$ cat config.mk
export PLATFORM = sky130hd
export DESIGN_NAME = ifetch_unit
export DESIGN_NICKNAME = d
export VERILOG_FILES = /design/src/rtl/ifetch_pkg.sv /design/src/rtl/sync_fifo.sv /design/src/rtl/ifetch_unit.sv
export SDC_FILE = /design/constraint.sdc
export NUM_CORES = 1
export LEC_CHECK = 0
export ABC_CLOCK_PERIOD_IN_PS = 7200
export CAP_MARGIN = 10
export CORE_MARGIN = 4
export CORE_UTILIZATION = 25
export CTS_CLUSTER_SIZE = 40
export DETAILED_ROUTE_END_ITERATION = 7
export GPL_TIMING_DRIVEN = 1
export PLACE_DENSITY = 0.42
export SYNTH_ARGS = -nofsm -noshare
export SYNTH_HDL_FRONTEND = slang
export SYNTH_SLANG_ARGS = --single-unit
$ cat constraint.sdc
create_clock -name clk -period 7.2 [get_ports clk]
set_input_delay 0.72 -clock clk [delete_from_list [all_inputs] [get_ports clk]]
set_output_delay 0.72 -clock clk [all_outputs]
set_load 0.005 [all_outputs]
$ cat src/rtl/ifetch_pkg.sv
// Shared fetch-side definitions: FSM encoding and instruction-buffer entry layout.
package ifetch_pkg;

  localparam logic [0:0] RUN   = 1'b0;
  localparam logic [0:0] DRAIN = 1'b1;

  localparam int unsigned XLEN = 32;

  typedef struct packed {
    logic [XLEN-1:0] data;
    logic [XLEN-1:0] pc;
    logic            fault;
  } ibuf_entry_t;

  localparam int unsigned ENTRY_W = $bits(ibuf_entry_t);

  function automatic logic is_aligned(input logic [XLEN-1:0] addr);
    return addr[1:0] == 2'b00;
  endfunction

endpackage

$ cat src/rtl/sync_fifo.sv
// Single-clock FIFO with synchronous clear; push is accepted on full only alongside a pop.
module sync_fifo #(
  parameter int unsigned WIDTH = 32,
  parameter int unsigned DEPTH = 2,
  localparam int unsigned CW = $clog2(DEPTH + 1)
) (
  input  logic             clk,
  input  logic             reset,
  input  logic             clear,
  input  logic             push,
  input  logic             pop,
  input  logic [WIDTH-1:0] wdata,
  output logic [WIDTH-1:0] rdata,
  output logic [CW-1:0]    count,
  output logic             full,
  output logic             empty
);

  localparam int unsigned PW = (DEPTH > 1) ? $clog2(DEPTH) : 1;
  localparam logic [PW-1:0] LAST = PW'(DEPTH - 1);

  logic [WIDTH-1:0] mem [DEPTH];
  logic [PW-1:0]    wr_ptr;
  logic [PW-1:0]    rd_ptr;
  logic             do_push;
  logic             do_pop;

  function automatic logic [PW-1:0] bump(input logic [PW-1:0] p);
    return (p == LAST) ? '0 : p + PW'(1);
  endfunction

  assign empty   = (count == '0);
  assign full    = (count == CW'(DEPTH));
  assign do_pop  = pop && !empty;
  assign do_push = push && (!full || do_pop);
  assign rdata   = mem[rd_ptr];

  always_ff @(posedge clk) begin
    if (do_push && !clear) mem[wr_ptr] <= wdata;
  end

  always_ff @(posedge clk or posedge reset) begin
    if (reset) begin
      wr_ptr <= '0;
      rd_ptr <= '0;
      count  <= '0;
    end else if (clear) begin
      wr_ptr <= '0;
      rd_ptr <= '0;
      count  <= '0;
    end else begin
      if (do_push) wr_ptr <= bump(wr_ptr);
      if (do_pop)  rd_ptr <= bump(rd_ptr);
      count <= count + CW'(do_push) - CW'(do_pop);
    end
  end

endmodule

$ cat src/rtl/ifetch_unit.sv
// Instruction fetch: issues aligned PC reads, buffers in-order responses for decode,
// turns misaligned PCs into fault entries and drains in-flight reads after a flush.
module ifetch_unit
  import ifetch_pkg::*;
#(
  parameter int unsigned DEPTH = 2
) (
  input  logic            clk,
  input  logic            reset,
  input  logic [XLEN-1:0] pc_in,
  input  logic            pc_valid,
  output logic            pc_ready,
  output logic            imem_req_valid,
  input  logic            imem_req_ready,
  output logic [XLEN-1:0] imem_req_addr,
  input  logic            imem_rsp_valid,
  input  logic [XLEN-1:0] imem_rsp_data,
  input  logic            flush,
  output logic            inst_valid,
  input  logic            inst_ready,
  output logic [XLEN-1:0] inst_data,
  output logic [XLEN-1:0] inst_pc,
  output logic            inst_fault
);

  localparam int unsigned CW = $clog2(DEPTH + 1);
  localparam logic [CW:0] DEPTH_W = (CW + 1)'(DEPTH);

  logic [0:0]      state;
  logic [CW-1:0]   drop_cnt;
  logic [CW-1:0]   outstanding;
  logic [CW-1:0]   ibuf_count;
  logic [CW:0]     in_use;
  logic [CW-1:0]   flush_drop;
  logic            abuf_full;
  logic            abuf_empty;
  logic            ibuf_full;
  logic            ibuf_empty;
  logic [XLEN-1:0] abuf_head;
  logic            running;
  logic            req_fire;
  logic            rsp_accept;
  logic            fault_accept;
  logic            ibuf_pop;
  ibuf_entry_t     ibuf_wdata;
  ibuf_entry_t     ibuf_head;

  assign running = (state == RUN) && !reset && !flush;
  assign in_use  = {1'b0, outstanding} + {1'b0, ibuf_count};

  assign imem_req_valid = running && pc_valid && is_aligned(pc_in) && !abuf_full && (in_use < DEPTH_W);
  assign imem_req_addr  = pc_in;
  assign req_fire       = imem_req_valid && imem_req_ready;

  assign fault_accept = running && pc_valid && !is_aligned(pc_in) && (outstanding == '0) && !ibuf_full;
  assign pc_ready     = req_fire || fault_accept;

  assign rsp_accept = running && imem_rsp_valid && !abuf_empty;
  assign ibuf_pop   = inst_valid && inst_ready && !flush;

  assign ibuf_wdata = fault_accept ? '{data: '0, pc: pc_in, fault: 1'b1}
                                   : '{data: imem_rsp_data, pc: abuf_head, fault: 1'b0};

  // The address FIFO holds exactly the in-flight reads, so its occupancy is the outstanding count.
  sync_fifo #(.WIDTH(XLEN), .DEPTH(DEPTH)) u_addr_fifo (
    .clk   (clk),
    .reset (reset),
    .clear (flush),
    .push  (req_fire),
    .pop   (rsp_accept),
    .wdata (pc_in),
    .rdata (abuf_head),
    .count (outstanding),
    .full  (abuf_full),
    .empty (abuf_empty)
  );

  sync_fifo #(.WIDTH(ENTRY_W), .DEPTH(DEPTH)) u_inst_buf (
    .clk   (clk),
    .reset (reset),
    .clear (flush),
    .push  (rsp_accept || fault_accept),
    .pop   (ibuf_pop),
    .wdata (ibuf_wdata),
    .rdata (ibuf_head),
    .count (ibuf_count),
    .full  (ibuf_full),
    .empty (ibuf_empty)
  );

  assign inst_valid = !ibuf_empty;
  assign inst_data  = inst_valid ? ibuf_head.data  : '0;
  assign inst_pc    = inst_valid ? ibuf_head.pc    : '0;
  assign inst_fault = inst_valid && ibuf_head.fault;

  // A response arriving in the flush cycle is already discarded, so it is not left to drain.
  assign flush_drop = outstanding - CW'(imem_rsp_valid && (outstanding != '0));

  always_ff @(posedge clk or posedge reset) begin
    if (reset) begin
      state    <= RUN;
      drop_cnt <= '0;
    end else if (state == RUN) begin
      if (flush) begin
        drop_cnt <= flush_drop;
        state    <= (flush_drop != '0) ? DRAIN : RUN;
      end
    end else if (imem_rsp_valid && (drop_cnt != '0)) begin
      drop_cnt <= drop_cnt - CW'(1);
      if (drop_cnt == CW'(1)) state <= RUN;
    end
  end

endmodule

# == Word level (Yosys, flattened, before mapping) ==
# Memory sizes are Yosys's and may differ from the RTL's.
# Index checks and enable logic that the tools add are counted.
# classes
add_sub_neg,11
multipliers,0
div_mod_pow,0
magnitude_cmp,1
n_eq_ne,4
shifts,0
n_mux,29
bitwise_logic,1
n_reduce_logical,46
# op_table
cell,n
$mux 65,1
$mux 32,2
$logic_and 1x1->1,23
$mux 1,21
$reduce_bool 2->1,8
$mux 2,5
$logic_not 1->1,7
$logic_not 2->1,3
$sub 2x1->2,3
$add 1x1->1 const B,4
$add 2x1->2,2
$eq 2x2->1 const B,2
$logic_or 1x1->1,4
$add 2x2->3,1
$lt 3x2->1 const B,1
$eq 2x1->1 const B,1
$ne 2x1->1 const B,1
$reduce_and 2->1,1
$sub 2x1->2 const B,1
$not 1->1,1
# totals
ff_bits,11
latch_bits,0
ramBits,194
rom_bits,0
in_bits,71
output_inout_bits,100
elab_cells,102
memories,2
# mem_list
name,words,word_bits,read_ports,rd_ports_with_merged_regs,write_ports,line,rtl
u_inst_buf.mem,2,65,1,0,1,sync_fifo.sv:22,logic [WIDTH-1:0] mem [DEPTH];
u_addr_fifo.mem,2,32,1,0,1,sync_fifo.sv:22,

# == Logic depth before layout (Yosys ltp) ==
# Gate-level depths: netlist (run 1).
# depth
ltp_word,12
mapped_depth,9
depth_no_buf,9

# == Hierarchy ==
# A second synthesis (run 1) with hierarchy kept.
# unflattened
hier_cells,580
area_unflattened_um2,9262.6
# by_module_without_submodules
mod,instances,cells_per_inst,area_each_um2,seq_area_each_um2
sync_fifo (u_inst_buf),1,232,4973.5,4003.8
sync_fifo (u_addr_fifo),1,130,2566.2,2021.9
ifetch_unit,1,218,1722.9,75.1

# == Least setup slack after synthesis (run 1) ==
# Ideal clock, no wire load.
# synth_timing
kind,input -> register
startpoint,input port reset
endpoint,memory u_inst_buf.mem[1][0] (netlist name) (enable)
setup_ns,0.430
arrival_time_ns,3.066
t_required_ns,6.770
setup_slack_ns,3.705
stages,6
path_buffers,1
path_cell_list,nor4b_4 -> nand2b_4 -> inv_2 -> buf_6 -> o22a_4 -> and2_1
# synth_via
elab_chain_len,12
elab_cells_between_ends,14
cone_classes,2 x mux; 12 x reduce/logical
# synth_lines
element,line,rtl
"start, declared",ifetch_unit.sv:9,"input logic reset,"
$logic_not 1->1 (no source line) (*),--,
$logic_and 1x1->1 (*) (2 in series),ifetch_unit.sv:48,assign running = (state == RUN) && !reset && !flush;
$logic_and 1x1->1 (4 in series),ifetch_unit.sv:55,assign fault_accept = running && pc_valid && !is_aligned(pc_in) && (outstanding == '0) && !ibuf_full;
$logic_or 1x1->1 (*),ifetch_unit.sv:82,".push (rsp_accept || fault_accept),"
$logic_and 1x1->1 (*),sync_fifo.sv:35,assign do_push = push && (!full || do_pop);
$logic_and 1x1->1 (*),sync_fifo.sv:39,if (do_push && !clear) mem[wr_ptr] <= wdata;
$mux 1 (*),sync_fifo.sv:39,
$mux 1 (not written as such) (*),sync_fifo.sv:39,
"end, declared",sync_fifo.sv:22,
# Mark *: on every way between the ends. The rest lies on a longest branch, timed or not.

# == Worst setup path in the final report (run 1) ==
# layout_timing
startpoint,input port flush
endpoint,memory u_inst_buf.mem[0][55] (netlist name) (enable)
# layout_via
elab_chain_len,11
elab_cells_between_ends,16
cone_classes,2 x mux; 14 x reduce/logical
# layout_lines
element,line,rtl
"start, declared",ifetch_unit.sv:18,"input logic flush,"
$logic_not 1->1 (*),"sync_fifo.sv:39, ifetch_unit.sv:48, ifetch_unit.sv:59",
$logic_and 1x1->1,ifetch_unit.sv:48,
$logic_and 1x1->1 (4 in series),ifetch_unit.sv:55,
$logic_or 1x1->1,ifetch_unit.sv:82,
$logic_and 1x1->1,sync_fifo.sv:35,
$logic_and 1x1->1 (*),sync_fifo.sv:39,
$mux 1 (*),sync_fifo.sv:39,
$mux 1 (not written as such) (*),sync_fifo.sv:39,
# Marked as above.

==> results of run 1 <==
per-stage QoR:
stage               total power, uW  hold WS [ns]  std cells  setup slack, ns
global route                   3000         0.513       1207             2.99
global placement               1760         0.485       1166             2.80
floorplan                      1580         0.456        601             3.70
detailed placement             1770         0.490       1166             2.72
CTS                            2920         0.498       1207             3.24
finish                         2860         0.496       1207             3.32
placed cells by master, fill, tap and decap left out, drive strengths merged:
cell | synthesis | final
edfxtp | 194 | 194
clkdlybuf4s50 | 0 | 170
mux2i | 99 | 99
nor2 | 77 | 77
nand2 | 37 | 37
o21ai | 35 | 35
and2 | 33 | 33
clkbuf | 13 | 26
inv | 13 | 13
dfrtp | 11 | 11
clkinv | 0 | 11
ha | 7 | 7
nor2b | 4 | 4
a21oi | 4 | 4
xnor2 | 4 | 4
nand3 | 3 | 3
xor2 | 3 | 3
bufinv | 0 | 3
buf | 50 | 3
nand2b | 3 | 3
nor4 | 2 | 2
o211ai | 1 | 1
nor4b | 1 | 1
o22a | 1 | 1
nand4 | 1 | 1
and2b | 1 | 1
a21boi | 1 | 1
and3 | 1 | 1
a31oi | 1 | 1
fa | 1 | 1
clkinvlp | 0 | 1
cell type report:
class / instances / share of cell area, %
clock inverters: 15 / 1.26
clock buffers: 26 / 5.16
multi-input cells: 320 / 19.2
well taps: 455 / 5.01
repair buffers: 173 / 15.2
flip-flops and latches: 205 / 53.7
inverters: 13 / 0.429
power by group:
group | internal, uW | switching, uW | total, uW
Clock | 688 | 434 | 1120
Sequential | 1350 | 27.3 | 1380
Combinational | 185 | 177 | 362
Total | 2220 | 638 | 2860
worst max path at each step:
stage | from | endpoint | slack (ns) | depth (start not counted)
3_3_place_gp | flush | u_inst_buf.mem[0][55] | 2.80 | 7
6_report | flush | u_inst_buf.mem[0][55] | 3.32 | 7
2_1_floorplan | reset | u_inst_buf.mem[1][0] | 3.70 | 6
4_1_cts | flush | u_inst_buf.mem[0][14] | 3.24 | 7
5_1_grt | flush | u_inst_buf.mem[0][14] | 2.99 | 7
3_5_place_dp | flush | u_inst_buf.mem[0][57] | 2.72 | 7
per-layer routing:
| layer | wire length (um) | share of wire, % |
|---|---|---|
| met5 | 0 | 0 |
| met4 | 358 | 1.8 |
| met3 | 1090 | 5.4 |
| met2 | 9990 | 50 |
| met1 | 8650 | 43 |
worst max-delay path: stages:
cell             delay [ns]
clkdlybuf4s50_1        0.68
nor4b_4                0.47
nand2b_4               0.28
inv_2                  0.10
buf_4                  0.51
o22a_4                 0.28
and2b_4                0.90
kinds of logic after synthesis:
group | Yosys count
muxes | 99
buffers and inverters | 76
AOI/OAI and AO/OA | 43
DFF | 205
adders and majority gates | 8
and+or+nand+nor | 163
xor gates and xnor gates | 7
flip-flops by register name, summed over array words and instances (netlist names), 2 cells and up:
signal             flops
u_inst_buf.mem       130
u_addr_fifo.mem       64
drop_cnt               2
u_addr_fifo.count      2
u_inst_buf.count       2
==> impl_metrics.env, run 1 <==
export IMPL_synthXorXnorAreaFrac_pct=0.703
export IMPL_fin_skew_ns=0.00450
export IMPL_setup_tns_ns=0
export IMPL_rr_endpoint="u_inst_buf.mem[0][55]"
export IMPL_die_w_um=195
export IMPL_post_route_period_util_pct=53.8
export IMPL_die_area_um2=37900
export IMPL_totalWireLength_um=20100
export IMPL_yosysSeqAreaShare_pct=69.9
export IMPL_synth_top_area_share_pct=66.8
export IMPL_relSlewSlack_pct=25.0
export IMPL_max_freq_mhz=258
export IMPL_synth_avg_cell_area_um2=14.5
export IMPL_htreeDepth=1
export IMPL_hold_path_end="u_inst_buf.wr_ptr"
export IMPL_hold_start="u_inst_buf.wr_ptr"
export IMPL_cts_setup_buffers=0
export IMPL_synth_cell_types=35
export IMPL_synthTopCellsByCount="edfxtp_1, mux2i_1, nor2_1"
export IMPL_clock_path_buffers=3
export IMPL_antenna_found_initial=0
export IMPL_grt_pass1_wl_um=30800
export IMPL_crit_required_ns=7.30
export IMPL_worstSetupPathType="in2reg"
export IMPL_grt_max_degree=68
export IMPL_yosys_warnings=0
export IMPL_grtUsageMet1_pct=12.6
export IMPL_synthAdderAreaFrac_pct=1.23
export IMPL_worstPathMaxFanout=67
export IMPL_start_util_pct=25.3
export IMPL_grtUsageMet3_pct=2.51
export IMPL_cts_resized=0
export IMPL_syn_num_nets=680
export IMPL_synth_top_area_cell="edfxtp_1"
export IMPL_max_vdd_ir_drop_mv=0.165
export IMPL_leakage_uw=0.00359
export IMPL_drt_iter0_markers=194
export IMPL_grt_pass1_vias=5306
export IMPL_busiest_layer="met2"
export IMPL_dp_hpwl_um=12700
export IMPL_syn_cell_area_um2=8720
export IMPL_drcViolationCount=0
export IMPL_yosys_area_share_simple_pct=8.75
export IMPL_worstPathArrival_ns=3.98
export IMPL_synth_top_cells_by_area="edfxtp_1, mux2i_1, nor2_1"
export IMPL_n_antenna_cell=0
export IMPL_insertion_delay_ns=0.49
export IMPL_hold_viol=0
export IMPL_ys_ff_latch=205
export IMPL_met2_usage_pct=18.3
export IMPL_synth_main_ff_cell="edfxtp_1"
export IMPL_yosys_cell_count_top_type="edfxtp_1"
export IMPL_port_buffers=170
export IMPL_place_congestion=0.721
export IMPL_drive_above_1_share_pct=5.98
export IMPL_core_um2=34500
export IMPL_p_per_area_nw_per_um2=252
export IMPL_fillCellCount=3387
export IMPL_drv_slew=0
export IMPL_max_cap_viol_count=0
export IMPL_cts_tree="built"
export IMPL_grtUsageTotal_pct=10.2
export IMPL_setup_viol=0
export IMPL_synth_edf_count=194
export IMPL_synth_top_family_by_area="multiplexers"
export IMPL_worst_pin_slew_ns=1.12
export IMPL_via_count=4921
export IMPL_stdcell_area_um2=11400
export IMPL_syn_inst=601
export IMPL_cts_sink_count=205
export IMPL_die_y_um=195
export IMPL_period_needed_ns=3.88
export IMPL_fin_util_pct=33.0
export IMPL_synth_compound_area_share_pct=2.68
export IMPL_r2r_start="state"
export IMPL_fin_nets=815
export IMPL_rr_worst_depth=6
export IMPL_hold_path_depth=1
export IMPL_gr_total_overflow=0
export IMPL_routed_via_density=4.08
export IMPL_ant_nets=0
export IMPL_outcome="complete, no violations"
export IMPL_routedWlPerCell_um=16.6
export IMPL_seq_area_um2=6110
export IMPL_grt_setup_unrepaired="false"
export IMPL_hold_class="reg2reg"
export IMPL_r2r_slack_ns=3.76
export IMPL_clock_root_buffer="clkbuf_16"
export IMPL_clk_pin_slew_ns=0.06
export IMPL_pin_count=171
export IMPL_area_growth_synth_to_final_pct=30.2
export IMPL_dr_pass1_iters=4
export IMPL_placed_cell_area_um2=10600
export IMPL_std_cell_rows=68
export IMPL_end_kind="flip-flop"
export IMPL_holdBufCountCts=0
export IMPL_multi_input_area_um2=2180
export IMPL_synthMuxAreaShare_pct=11.4
export IMPL_startpoint_type="input pin"
export IMPL_cts_inserted_buffers=23
export IMPL_synth_async_reset_ratio_pct=5.37
Power figures use the tool's default switching activity.
==> inputs of run 2 (changes only) <==
--- a/config.mk
+++ b/config.mk
@@ -5,14 +5,14 @@
 export SDC_FILE = /design/constraint.sdc
 export NUM_CORES = 1
 export LEC_CHECK = 0
-export ABC_CLOCK_PERIOD_IN_PS = 7200
+export ABC_CLOCK_PERIOD_IN_PS = 3400
 export CAP_MARGIN = 10
 export CORE_MARGIN = 4
 export CORE_UTILIZATION = 25
 export CTS_CLUSTER_SIZE = 40
 export DETAILED_ROUTE_END_ITERATION = 7
 export GPL_TIMING_DRIVEN = 1
-export PLACE_DENSITY = 0.42
+export PLACE_DENSITY = 0.43
 export SYNTH_ARGS = -nofsm -noshare
 export SYNTH_HDL_FRONTEND = slang
 export SYNTH_SLANG_ARGS = --single-unit
==> constraint.sdc (replaced) <==
create_clock -name clk -period 3.4 [get_ports clk]
set_input_delay 0.34 -clock clk [delete_from_list [all_inputs] [get_ports clk]]
set_output_delay 0.34 -clock clk [all_outputs]
set_load 0.005 [all_outputs]
==> run 2 against run 1 <==
Effect of this change: global-route usage grew 0.053 points; via count up 0.91%; highest routed layer unchanged; worst hold slack lost 0.17 ns; critical path depth stayed put; register-to-register slack got worse by 3.0 ns; clock-buffer cell count increased by 3; combinational power rose by 110%; largest cell class unchanged; cell count increased by 0.99%; sequential power rose by 110%; first-iteration DRC count increased by 23%; setup slack worse by 3.0 ns.
==> impl_metrics.env, run 2 (synthesis results as in run 1) <==
export IMPL_die_w_um=195
export IMPL_startpoint="u_inst_buf.count[0]"
export IMPL_grtUsageMet1_pct=13.0
export IMPL_final_cell_mix="edfxtp_1, clkdlybuf4s50_1, mux2i_1"
export IMPL_r2r_slack_ns=0.80
export IMPL_holdBufCountCts=0
export IMPL_largest_register="u_inst_buf.mem"
export IMPL_n_antenna_cell=0
export IMPL_fin_util_pct=33.6
export IMPL_grtUsageMet3_pct=2.43
export IMPL_worstSetupPathType="reg2out"
export IMPL_clock_path_buffers=3
export IMPL_gr_total_overflow=0
export IMPL_worst_pin_slew_ns=1.08
export IMPL_worstPathMaxFanout=3
export IMPL_p_total_uw=6290
export IMPL_timing_hold_ws_ns=0.321
export IMPL_cts_resized=0
export IMPL_ant_nets=0
export IMPL_place_congestion=0.753
export IMPL_pin_count=171
export IMPL_end_kind="primary output"
export IMPL_rr_endpoint="u_addr_fifo.mem[1][16]"
export IMPL_final_common_cell="edfxtp_1"
export IMPL_cts_setup_buffers=0
export IMPL_drive_above_1_share_pct=7.98
export IMPL_largest_register_ffs=130
export IMPL_cts_sink_count=205
export IMPL_crit_required_ns=3.06
export IMPL_busiest_layer="met2"
export IMPL_place_inst=1176
export IMPL_post_route_period_util_pct=91.2
export IMPL_dr_pass1_iters=4
export IMPL_drcViolationCount=0
export IMPL_relSlewSlack_pct=27.9
export IMPL_antenna_found_initial=0
export IMPL_largestRegisters="u_inst_buf.mem (130), u_addr_fifo.mem (64)"
export IMPL_setup_tns_ns=0
export IMPL_grtUsageTotal_pct=10.3
export IMPL_grt_pass1_wl_um=30900
export IMPL_outcome="complete, no violations"
export IMPL_drv_slew=0
export IMPL_max_freq_mhz=322
export IMPL_die_y_um=195
export IMPL_clock_root_buffer="clkbuf_16"
export IMPL_cts_tree="built"
export IMPL_r2r_start="u_inst_buf.count[0]"
export IMPL_met2_usage_pct=18.0
export IMPL_rr_worst_depth=7
export IMPL_grt_setup_unrepaired="false"
export IMPL_grt_pass1_vias=5338
export IMPL_stdcell_count=1219
export IMPL_leakage_uw=0.00369
export IMPL_startpoint_type="flip-flop"
export IMPL_hold_class="in2async"
export IMPL_fin_skew_ns=0.00987
export IMPL_area_growth_synth_to_final_pct=32.7
export IMPL_routed_via_density=4.07
export IMPL_routedWlPerCell_um=16.6
export IMPL_insertion_delay_ns=0.50
export IMPL_start_util_pct=25.3
export IMPL_setup_viol=0
export IMPL_max_cap_viol_count=0
export IMPL_totalWireLength_um=20200
export IMPL_p_per_area_nw_per_um2=544
export IMPL_drt_iter0_markers=239
export IMPL_via_count=4966
export IMPL_fin_nets=826
export IMPL_dp_hpwl_um=13400
export IMPL_hold_viol=0
export IMPL_period_needed_ns=3.10
export IMPL_die_area_um2=37900
export IMPL_crit_path_end="pc_ready"
export IMPL_grt_max_degree=67
export IMPL_port_buffers=170
export IMPL_std_cell_rows=68
export IMPL_max_vdd_ir_drop_mv=0.346
export IMPL_worstPathArrival_ns=2.76
export IMPL_core_um2=34500
export IMPL_clk_pin_slew_ns=0.06
export IMPL_htreeDepth=1
export IMPL_cts_inserted_buffers=24
==> run 2: changes by cell type in the layout (fill, tap and decap cells not counted), moves of 2 or more <==
cell	previous run	this run
clkbuf_16	23	25
buf_12	0	4
clkinv_4	0	2
buf_4	3	9
clkinv_1	8	3
==> run 2: where the power goes <==
group / internal (uW) / switching [uW] / leakage, uW
sequential: 2850 / 67.8 / 0.00190
combinational: 404 / 370 / 0.00140
clock: 1640 / 955 / 0.000394
==> run 2: routing by layer <==
layer / vias up / wire length [um]
met2: 127 / 9920
li1: 2418 / -
met1: 2388 / 8880
met5: - / 0
met3: 33 / 987
met4: 0 / 396
==> run 2: worst min-delay path by stage <==
stage | cells after the start | startpoint | slack (ns) | endpoint
after floorplan | 1 | reset | 0.19 | drop_cnt[0]
after global routing | 2 | reset | 0.36 | u_inst_buf.wr_ptr
after CTS | 2 | reset | 0.32 | u_inst_buf.count[1]
final | 2 | reset | 0.32 | u_inst_buf.wr_ptr
after global placement | 1 | u_inst_buf.wr_ptr | 0.49 | u_inst_buf.wr_ptr
after detailed placement | 1 | u_inst_buf.wr_ptr | 0.49 | u_inst_buf.wr_ptr
==> run 2: worst max-delay path, cell delays in order, from the launching register on <==
cell and delay [ns]:
dfrtp_1 0.41, inv_1 0.09, nor2_1 0.11, fa_1 0.42, nor4_1 0.38, nand3_1 0.11
a21boi_0 0.19, clkdlybuf4s50_1 0.53
==> run 2: final cells by class <==
class                           instances  area (um^2)
Timing Repair Buffer                  183         1850
Tap cell                              455          569
Fill cell                            3377        22900
Sequential cell                       205         6110
Multi-Input combinational cell        320         2180
Clock inverter                         14          179
Inverter                               13         48.8
Clock buffer                           29          641
==> run 2: through the flow <==
step	worst slack (ns)	cell area [um^2]
finish	0.299	11600
floorplan	0.0588	8720
CTS	0.222	11600
detailed placement	0.566	10800
global placement	0.598	10800
global route	0.131	11600
==> inputs of run 3 (changes only) <==
--- a/config.mk
+++ b/config.mk
@@ -11,8 +11,10 @@
 export CORE_UTILIZATION = 25
 export CTS_CLUSTER_SIZE = 40
 export DETAILED_ROUTE_END_ITERATION = 7
+export GPL_ROUTABILITY_DRIVEN = 1
 export GPL_TIMING_DRIVEN = 1
 export PLACE_DENSITY = 0.43
+export SLEW_MARGIN = 20
 export SYNTH_ARGS = -nofsm -noshare
 export SYNTH_HDL_FRONTEND = slang
 export SYNTH_SLANG_ARGS = --single-unit
==> results of run 3 <==
Final layout, timing and power as in run 2 (identical DEF).
